## src/rtl/iter_downcounter.sv

```systemverilog
// Loadable down-counter sequencing a run of len enabled steps with a start/busy/done handshake.
// All outputs are decoded from registered state; a new run may start in the done cycle.
module iter_downcounter #(
   parameter int unsigned W       = 4,
   parameter int unsigned DEF_LEN = 8
) (
   input  logic         clk,
   input  logic         reset,
   input  logic         start,
   input  logic [W-1:0] len,
   input  logic         en,
   input  logic         abort,
   output logic [W-1:0] count,
   output logic         busy,
   output logic         last,
   output logic         done
);

   localparam logic [1:0] IDLE = 2'd0;
   localparam logic [1:0] RUN  = 2'd1;
   localparam logic [1:0] DONE = 2'd2;

   // DEF_LEN may equal 2^W, so the subtraction is done before truncating to W bits.
   localparam logic [W-1:0] DEF_LOAD = W'(DEF_LEN - 1);

   logic [1:0]   state_q, state_d;
   logic [W-1:0] count_q, count_d;
   logic [W-1:0] load_val;
   logic         count_zero;

   assign load_val   = (len == '0) ? DEF_LOAD : (len - W'(1));
   assign count_zero = (count_q == '0);

   always_comb begin
      state_d = state_q;
      count_d = count_q;
      case (state_q)
         IDLE: begin
            count_d = '0;
            if (start) begin
               state_d = RUN;
               count_d = load_val;
            end
         end
         RUN: begin
            if (abort) begin
               state_d = IDLE;
               count_d = '0;
            end else if (en) begin
               if (count_zero) begin
                  state_d = DONE;
               end else begin
                  count_d = count_q - W'(1);
               end
            end
         end
         DONE: begin
            count_d = '0;
            if (start) begin
               state_d = RUN;
               count_d = load_val;
            end else begin
               state_d = IDLE;
            end
         end
         default: begin
            state_d = IDLE;
            count_d = '0;
         end
      endcase
   end

   always_ff @(posedge clk or posedge reset) begin
      if (reset) begin
         state_q <= IDLE;
         count_q <= '0;
      end else begin
         state_q <= state_d;
         count_q <= count_d;
      end
   end

   assign count = count_q;
   assign busy  = (state_q == RUN);
   assign last  = (state_q == RUN) && count_zero;
   assign done  = (state_q == DONE);

endmodule

```

## config.mk

```make
export PLATFORM = sky130hd
export DESIGN_NAME = iter_downcounter
export DESIGN_NICKNAME = d
export VERILOG_FILES = /design/src/rtl/iter_downcounter.sv
export SDC_FILE = /design/constraint.sdc
export NUM_CORES = 1
export LEC_CHECK = 0
export BUFFER_PORTS_ARGS = -buffer_cell sky130_fd_sc_hd__buf_2
export CAP_MARGIN = 15
export CORE_MARGIN = 4
export CORE_UTILIZATION = 26
export DETAILED_ROUTE_END_ITERATION = 10
export HOLD_SLACK_MARGIN = 0.15
export PLACE_DENSITY_LB_ADDON = 0.2
export SLEW_MARGIN = 20
export SYNTH_ARGS = -nofsm -noshare
export SYNTH_HDL_FRONTEND = slang
export SYNTH_SLANG_ARGS = --single-unit
```

## constraint.sdc

```tcl
create_clock -name clk -period 1.9 [get_ports clk]
set_input_delay 0 -clock clk [delete_from_list [all_inputs] [get_ports clk]]
set_output_delay 0 -clock clk [all_outputs]
set_load 0.005 [all_outputs]
```

==> results.ini <==
[global_route]
grt_most_used_layer=met2
grt_util_all_layers=0.106
grt_max_degree=8
grt_pass1_vias=475
met2_usage=0.161
grtUsageMet1=0.113
grt_pass1_wl_um=1940
overflow=0
use_met3=0.0706
antenna_found_initial=0

[detailed_routing]
vias=426
ant_nets=0
drt_iter0_markers=3
dr.pass1.iters=4
drc=0
wirelength_um=1070
wl_per_cell_um=12.3
viasPerCell=4.90

[clocking]
cts_tree=yes
insertion_delay_ns=0.25
post_cts_resized=0
root_buffer=clkbuf_4
clk_pin_slew_ns=0.05
cts_buffers=3
cts.sinks=6
post_cts_buffers=0
htreeDepth=1
ctsHoldBuffers=7
clockBufferDepth=2

[die]
die_x_um=48.7
die_area_um2=2370
core_um2=1540
start_util=0.279
die_h_um=48.7
io_pins=16
rows=14

[placed_design]
dp_hpwl_um=798
place.gp.congestion=0.771
numPortBuffers=15
dpl.cell_count=77

[sta]
fin_crit_ns=1.78
hold_viol=0
skew_ns=0.00903
setup_tns_ns=0
fmaxAchievable_mhz=561
rsz0062_at_grt=false
tightestPinTransition_ns=0.259
maxSlewHeadroom=0.827
setup_viol=0
min_period_over_period=0.938
slew_violations=0

[outcome]
run_status=finished clean

[setup_path]
cp_top_family=buffers and inverters
crit_path_max_incr_delay_ns=0.56
crit_path_cell_trace=inv_1, ha_1, and3b_1, a21oi_1, o22ai_1, dlygate4sd3_1
worstPathArrival_ns=1.91
reg2reg_from=count[0]$_DFFE_PP0P_
crit_path_max_fanout=4
timing.critical_path.from=count[0]$_DFFE_PP0P_
slowest_stage=dlygate4sd3_1
crit_type=reg2reg
reg2reg_slack_ns=0.12
critPathBufInv=2
startpoint_type=register
r2r_cells=6
r2r-end=count[2]$_DFFE_PP0P_
cp.required_ns=2.03
end_kind=register

[worst_hold_path]
hold_depth=4
holdCritPathClass=in2reg
worstHoldStart=len[0]
hold_end=count[1]$_DFFE_PP0P_

[cells_and_area]
nFillCells=164
n_antenna_cell=0
fin_nets=85
final_util=0.398
drive_above_1_share=0.268
fin_cells=87
area_growth_pct=42.4

[yosys]
syn_area_per_cell_um2=9.16
ys_seq_elements=6
seq_area_frac_synth=0.349
synth_cells=47
synth_area_um2=430
synth.distinct_cells=24
ys_warn_count=0
synth_nets=59

[pwr]
p_leak_nw=0.311
peakVddDrop_v=0.000404
p_per_area_nw_per_um2=808

[flow_run]
maxCapViolations=0

## tightest hold or removal path: stages
cell and delay (ns):
buf_2 0.11, inv_1 0.05, ha_1 0.13, o22ai_1 0.08
## worst max-delay path by stage
stage               slack (ns)  cells past startpoint              endpoint
detailed placement        0.32                      5  count[1]$_DFFE_PP0P_
floorplan                 0.41                      5  count[0]$_DFFE_PP0P_
CTS                       0.11                      6  count[2]$_DFFE_PP0P_
finish                    0.12                      6  count[2]$_DFFE_PP0P_
global route              0.02                      6  count[2]$_DFFE_PP0P_
global placement          0.32                      5  count[0]$_DFFE_PP0P_
## logic make-up after synthesis
logic type / after synthesis / share of synthesized area
compound gates: 10 / 0.145
xor+xnor: 1 / 0.0204
fa+ha+maj: 3 / 0.0872
buf+inv: 7 / 0.0639
flops: 6 / 0.349
mux: 2 / 0.0465
simple gates: 18 / 0.288
## area by class of cell
cell class                      instances  area [µm²]  area share
Multi-Input combinational cell         34         253       0.412
Inverter                                6        22.5      0.0367
Timing Repair Buffer                   22         145       0.237
Tap cell                               16        20.0      0.0327
Clock buffer                            3        22.5      0.0367
Sequential cell                         6         150       0.245
## layer usage
layer,vias up,routed length (µm)
met1,195,448
met4,0,22
met5,-,0
met3,2,85
met2,13,511
li1,216,-
## layout by cell type (no fill, tap or decap), drive strengths merged, types with 2 or more instances in the layout
master and n:
a21oi 3, ha 3, nor2 3, buf 15
mux2i 2, o22ai 3, or3b 3, clkbuf 3
nand2b 2, dfrtp 6, dlygate4sd3 7, inv 6
nor3 2
## power by group
| part | switching (W) | internal (W) |
|---|---|---|
| registers | 0.0000256 | 0.000150 |
| clock network | 0.0000465 | 0.0000715 |
| logic | 0.0000958 | 0.000106 |
## synthesized netlist by cell type (all sizes together)
| cell | instances | area, µm² |
|---|---|---|
| inv | 6 | 22.5 |
| or3 | 1 | 6.26 |
| and2b | 1 | 7.51 |
| a21boi | 1 | 7.51 |
| or3b | 3 | 26.3 |
| nor4 | 1 | 6.26 |
| nor2 | 3 | 11.3 |
| o22ai | 3 | 18.8 |
| o21ai | 1 | 5.00 |
| dfrtp | 6 | 150 |
| nor4b | 1 | 15.0 |
| and3b | 1 | 8.76 |
| ha | 3 | 37.5 |
| a211oi | 1 | 7.51 |
| nand2b | 2 | 12.5 |
| a31o | 1 | 8.76 |
| a21oi | 3 | 15.0 |
| xnor2 | 1 | 8.76 |
| nor2b | 1 | 6.26 |
| buf | 1 | 5.00 |
| nor3 | 2 | 10.0 |
| nor3b | 1 | 7.51 |
| and2 | 1 | 6.26 |
| mux2i | 2 | 20.0 |
## flip-flops by register name, summed over array words and instances (netlist names)
name,flops
state_q,2
count,4
## metrics by stage
stage	hold slack, ns	setup slack [ns]	power (W)	area, µm²
after global placement	-0.0664	0.319	0.000367	520
after CTS	0.165	0.114	0.000503	613
after detailed placement	-0.0661	0.322	0.000366	520
after floorplan	-0.209	0.405	0.000300	430
final	0.168	0.117	0.000495	613
after global routing	0.185	0.0239	0.000541	613
(Power assumes the default switching activity.)
